[src/rtl/rca8_adder_if.sv]
// Operand/result bundle for the registered ripple-carry adder.
// The master drives operands; the slave (the adder) returns the registered result.
interface rca8_adder_if #(
  parameter int WIDTH = 8
);
  logic [WIDTH-1:0] a;
  logic [WIDTH-1:0] b;
  logic [WIDTH-1:0] sum;
  logic             cout;
  logic             out_valid;

  modport master (output a, b, input sum, cout, out_valid);
  modport slave  (input a, b, output sum, cout, out_valid);
endinterface

[src/rtl/rca8_adder.sv]
// Unsigned WIDTH-bit ripple-carry adder built from 1-bit full-adder cells,
// with the sum/carry register at the block boundary (1-cycle latency).
module rca8_fa (
  input  logic a,
  input  logic b,
  input  logic ci,
  output logic s,
  output logic co
);
  logic p;

  assign p  = a ^ b;
  assign s  = p ^ ci;
  assign co = (a & b) | (ci & p);
endmodule

module rca8_adder #(
  parameter int WIDTH = 8
) (
  input  logic         clk,
  input  logic         rst,
  rca8_adder_if.slave  bus
);
  logic [WIDTH:0]   c;
  logic [WIDTH-1:0] s;
  logic [WIDTH-1:0] sum_q;
  logic             cout_q;
  logic             vld_q;

  // No carry-in port: the chain always starts from zero.
  assign c[0] = 1'b0;

  // Plain ripple, one cell per bit; an X on a bit only reaches that bit and above.
  for (genvar i = 0; i < WIDTH; i++) begin : g_fa
    rca8_fa u_fa (
      .a  (bus.a[i]),
      .b  (bus.b[i]),
      .ci (c[i]),
      .s  (s[i]),
      .co (c[i+1])
    );
  end

  always_ff @(posedge clk or posedge rst) begin
    if (rst) begin
      sum_q  <= '0;
      cout_q <= 1'b0;
      vld_q  <= 1'b0;
    end else begin
      sum_q  <= s;
      cout_q <= c[WIDTH];
      vld_q  <= 1'b1;
    end
  end

  assign bus.sum       = sum_q;
  assign bus.cout      = cout_q;
  assign bus.out_valid = vld_q;
endmodule

[src/flat_wrapper.sv]
// flat-port wrapper written by rule: the top's interface ports become plain ports
module rca8_adder_flat 
#(
  parameter int WIDTH = 8
)
  (clk, rst, bus_a, bus_b, bus_sum, bus_cout, bus_out_valid);
  rca8_adder_if #(.WIDTH(WIDTH)) bus_i ();
  input  logic clk;
  input  logic rst;
  input wire logic [$bits(bus_i.a)-1:0] bus_a;
  input wire logic [$bits(bus_i.b)-1:0] bus_b;
  output wire logic [$bits(bus_i.sum)-1:0] bus_sum;
  output wire logic [$bits(bus_i.cout)-1:0] bus_cout;
  output wire logic [$bits(bus_i.out_valid)-1:0] bus_out_valid;
  assign bus_i.a = bus_a;
  assign bus_i.b = bus_b;
  assign bus_sum = bus_i.sum;
  assign bus_cout = bus_i.cout;
  assign bus_out_valid = bus_i.out_valid;
  rca8_adder #(.WIDTH(WIDTH)) u_core (.clk(clk), .rst(rst), .bus(bus_i));
endmodule
[config.mk]
export PLATFORM = sky130hd
export DESIGN_NAME = rca8_adder_flat
export DESIGN_NICKNAME = d
export VERILOG_FILES = /design/src/rtl/rca8_adder_if.sv /design/src/rtl/rca8_adder.sv /design/src/flat_wrapper.sv
export SDC_FILE = /design/constraint.sdc
export NUM_CORES = 1
export LEC_CHECK = 0
export ABC_AREA = 1
export BUFFER_PORTS_ARGS = -buffer_cell sky130_fd_sc_hd__buf_4
export CAP_MARGIN = 40
export CORE_AREA = 2 2 39 41
export CTS_BUF_LIST = sky130_fd_sc_hd__clkbuf_4
export CTS_CLUSTER_DIAMETER = 50
export CTS_CLUSTER_SIZE = 12
export DETAILED_ROUTE_END_ITERATION = 8
export DIE_AREA = 0 0 41 43
export GPL_TIMING_DRIVEN = 0
export PLACE_DENSITY = 0.64
export SYNTH_ARGS = -nofsm -noshare
export SYNTH_HDL_FRONTEND = slang
export SYNTH_SLANG_ARGS = --single-unit
[constraint.sdc]
create_clock -name clk -period 0.8 [get_ports clk]
set_input_delay 0.08 -clock clk [delete_from_list [all_inputs] [get_ports clk]]
set_output_delay 0.08 -clock clk [all_outputs]
set_load 0.005 [all_outputs]
Yosys cells after proc, flatten, opt, wreduce, memory -nomap -nowiden
Cells that the tools add are included.

Flip-flop bits (word level): 10. Output and inout port bits: 10.

Bitwise gates (word level): 37.

Operators by type and width (number): bitwise AND 1 bit (15); bitwise XOR 1 bit (15); bitwise OR 1 bit (7).

Depth between registers and ports, before layout
Depth in word-level cells: 15. Gate-level depth with buffers: 10. Depth with buffers taken out: 10.

Cells and area by module
From an unflattened synthesis, not the netlist that was laid out.

Cells, all modules: 21. Area total of the unflattened synthesis: 421.7 µm².

Modules (own cells, without submodules): rca8_adder (cells an instance 13, sequential area each 250.2 µm², area an instance 261.5 µm², instances 1); rca8_fa (cells an instance 1, sequential area each 0.0 µm², area an instance 20.0 µm², instances 8).

Worst setup path after synthesis
No wires, ideal clock.

Path type: input port to flip-flop. Start: in bus_b[0]. End: reg u_core.sum_q[7], in the netlist u_core.bus.sum[7]. Arrival time: 3.022 ns. Cell stages on the path: 10. Required time: 0.736 ns. Buffers on the path: 0. Slack: -2.286 ns. Path through: ha_1 fa_1 fa_1 fa_1 fa_1 fa_1 fa_1 inv_1 fa_1 inv_1.

Longest elaborated chain between the ends: 14.

Ends and longest elaborated chain: start: declaration (RTL line flat_wrapper.sv:11) `input wire logic [$bits(bus_i.b)-1:0] bus_b;`; bitwise AND 1 bit (2 in a row) (RTL line rca8_adder.sv:14) `assign co = (a & b) | (ci & p);`; bitwise OR 1 bit (RTL line rca8_adder.sv:14); bitwise AND 1 bit (RTL line rca8_adder.sv:14); bitwise OR 1 bit (RTL line rca8_adder.sv:14); bitwise AND 1 bit (RTL line rca8_adder.sv:14); bitwise OR 1 bit (RTL line rca8_adder.sv:14); bitwise AND 1 bit (RTL line rca8_adder.sv:14); bitwise OR 1 bit (RTL line rca8_adder.sv:14); bitwise AND 1 bit (RTL line rca8_adder.sv:14); bitwise OR 1 bit (RTL line rca8_adder.sv:14); bitwise AND 1 bit (RTL line rca8_adder.sv:14); bitwise OR 1 bit (RTL line rca8_adder.sv:14); bitwise XOR 1 bit (RTL line rca8_adder.sv:13) `assign s = p ^ ci;`; net u_core.g_fa[7].u_fa.s (RTL line rca8_adder.sv:7) `output logic s,`; end signal: assignment (RTL line rca8_adder.sv:50) `sum_q <= s;`; end: declaration (RTL line rca8_adder.sv:26) `logic [WIDTH-1:0] sum_q;`.

The timed path passes the listed nets, and every way through them passes these cells.

Final worst setup path
Same ends and word-level chain as after synthesis.

==> flow_summary.json <==
{
  "crit_arrival_ns": 2.91,
  "timing.final.ws_setup_ns": -1.91,
  "coreArea_um2": 1380,
  "finalSetupTns_ns": -8.09,
  "grt_usage": 0.0967,
  "synth_edf_count": 0,
  "p_switching_uw": 303,
  "fmax_ghz": 0.369,
  "grt_max_degree": 11,
  "synth_nets": 51,
  "status": "complete, but fails checks",
  "power_frac_clock": 0.250,
  "cts.sinks": 10,
  "crit_type": "input pin to flop",
  "yosysTopAreaCell": "dfrtp_1",
  "synth-seq-cells": 10,
  "timing.final.crit_share": 3.39,
  "syn_area_per_cell_um2": 17.2,
  "cts_buffers": 3,
  "portBuffers": 27,
  "dpl.hpwl_um": 592,
  "yosys_warnings": 0,
  "hold_depth": 2,
  "required_ns": 1.00,
  "fin_crit_ns": 2.71,
  "seq_power_share": 0.470,
  "internal_power_mw": 1.02,
  "nets": 84,
  "p_per_area_nw_per_um2": 1730,
  "cp-end-kind": "flop",
  "finalHoldViolations": 0,
  "hold_path.class": "input pin to flop",
  "synth_flop_cell": "dfrtp_1",
  "vdd_drop_max_v": 0.000802,
  "drv_cap": 0,
  "dpl_worst_slack_ns": -2.21,
  "power.leakage_nw": 0.367,
  "synth_common_cells": "dfrtp_1 (10), fa_1 (7), inv_1 (6)",
  "synthArstFlopShare": 1.00,
  "initial_core_util": 0.310,
  "die_x_um": 41,
  "first_iter_violations": 0,
  "dieArea_um2": 1760,
  "drc": 0,
  "wire_per_inst_um": 8.84,
  "die_y_um": 43,
  "cts_max_level": 1,
  "synth_top_cell_area_share": 0.583,
  "yosysUniqueCellTypes": 5,
  "fin_util": 0.552,
  "synth_cells": 25,
  "vias": 281,
  "start_kind": "input pin",
  "grt_pass1_vias": 285,
  "combPwrFrac": 0.280,
  "placed_cells": 68,
  "grt_pass1_wl_um": 1090,
  "antenna_found_initial": 0,
  "grt-ovfl-total": 0,
  "gp_congestion": 0.566,
  "vias_per_cell": 3.85,
  "synth_area_leaders": "dfrtp_1 (58%), fa_1 (33%), inv_1 (5.2%)",
  "rows": 14,
  "dr.pass1.iters": 1,
  "ant_nets": 0,
  "clk_pin_slew_ns": 0.06,
  "cts.path.max_buffers": 2,
  "grt_use_met3": 0.0314,
  "stdcell_count": 73,
  "drive_gt1_frac": 0.719,
  "rsz0062_at_grt": "true",
  "syn_area_um2": 429,
  "met2_usage": 0.138,
  "p_sw_frac": 0.229,
  "cts_tree": "built",
  "io_pins": 28,
  "slew_violations": 0,
  "clock-root-buffer": "clkbuf_4",
  "yosysMostFrequentCell": "dfrtp_1",
  "power_mw": 1.32,
  "grt-busiest-layer": "met2",
  "setup_violations": 17,
  "area_delta_synth_final_pct": 77.8,
  "seq_area_frac_synth": 0.583,
  "wirelength_um": 645,
  "num-fill-cells": 124,
  "cp_max_fo": 1,
  "violations": "negative setup slack",
  "grtUsageMet1": 0.111,
  "diodes": 0
}
-- cells by family after synthesis --
| kind of cell | synth area share |
|---|---|
| DFF | 0.583 |
| buffers and inverters | 0.0525 |
| adders and majority gates | 0.356 |
| other | 0.00874 |
-- power groups by stage --
stage               logic (mW)  clock network [mW]  registers, mW
finish                   0.369               0.330          0.621
global route             0.421               0.370          0.630
CTS                      0.375               0.340          0.623
detailed placement       0.321                   0          0.616
global placement         0.313                   0          0.615
floorplan               0.0812                   0          0.626
-- cell type report --
class | count | area [um^2] | area share
multi-input combinational | 9 | 186 | 0.244
clock inverter | 1 | 3.75 | 0.00492
clock buffer | 3 | 22.5 | 0.0295
inverter | 6 | 22.5 | 0.0295
sequential | 10 | 250 | 0.328
timing repair buffer | 28 | 258 | 0.338
tap | 16 | 20.0 | 0.0262
-- flip-flops by register name (all words and copies together) (netlist names) --
register / flops
u_core.bus.sum: 8
u_core.bus.cout: 1
u_core.bus.out_valid: 1
-- repair_timing --
action	CTS	global route
endpoints found under the setup margin	17	17
buffers inserted	0	0
hold buffers	1	0
gates cloned	0	0
hold endpoints to repair	10	0
gates resized for setup	12	2
-- cells in the final DEF, fill, tap and decap left out, drive strengths merged --
| cell type | synthesis | routed |
|---|---|---|
| dfrtp | 10 | 10 |
| dlygate4sd3 | 0 | 1 |
| clkinv | 0 | 1 |
| inv | 6 | 6 |
| ha | 1 | 1 |
| buf | 0 | 27 |
| clkbuf | 0 | 3 |
| conb | 1 | 1 |
| fa | 7 | 7 |
-- final timing paths --
check	end	start	slack (ns)
max	u_core.bus.sum[7]$_DFF_PP0_	bus_b[0]	-1.91
min	u_core.bus.sum[0]$_DFF_PP0_	bus_a[0]	0.04
max in group asynchronous	u_core.bus.sum[0]$_DFF_PP0_	rst	0.19
min in group asynchronous	u_core.bus.out_valid$_DFF_PP0_	rst	0.35
-- metrics by stage --
step,hold slack [ns],cell area (um^2)
floorplan,-0.0798,459
global placement,0.0704,682
detailed placement,0.0758,682
CTS,0.0392,763
global route,0.0245,763
finish,0.0416,763
-- worst max-delay path, cell delays in order --
cell,delay (ns)
buf_6,0.10
ha_4,0.15
fa_2,0.33
fa_2,0.34
fa_2,0.34
fa_2,0.34
fa_2,0.35
fa_2,0.34
inv_2,0.06
fa_2,0.42
inv_2,0.05
-- per-layer routing --
metal	vias to the layer above	wire length (um)	share of wire
met5	-	0	0
met4	0	12	0.019
met3	2	53	0.082
met2	15	362	0.56
met1	132	217	0.34
li1	132	-	-
(Power assumes the default switching activity.)
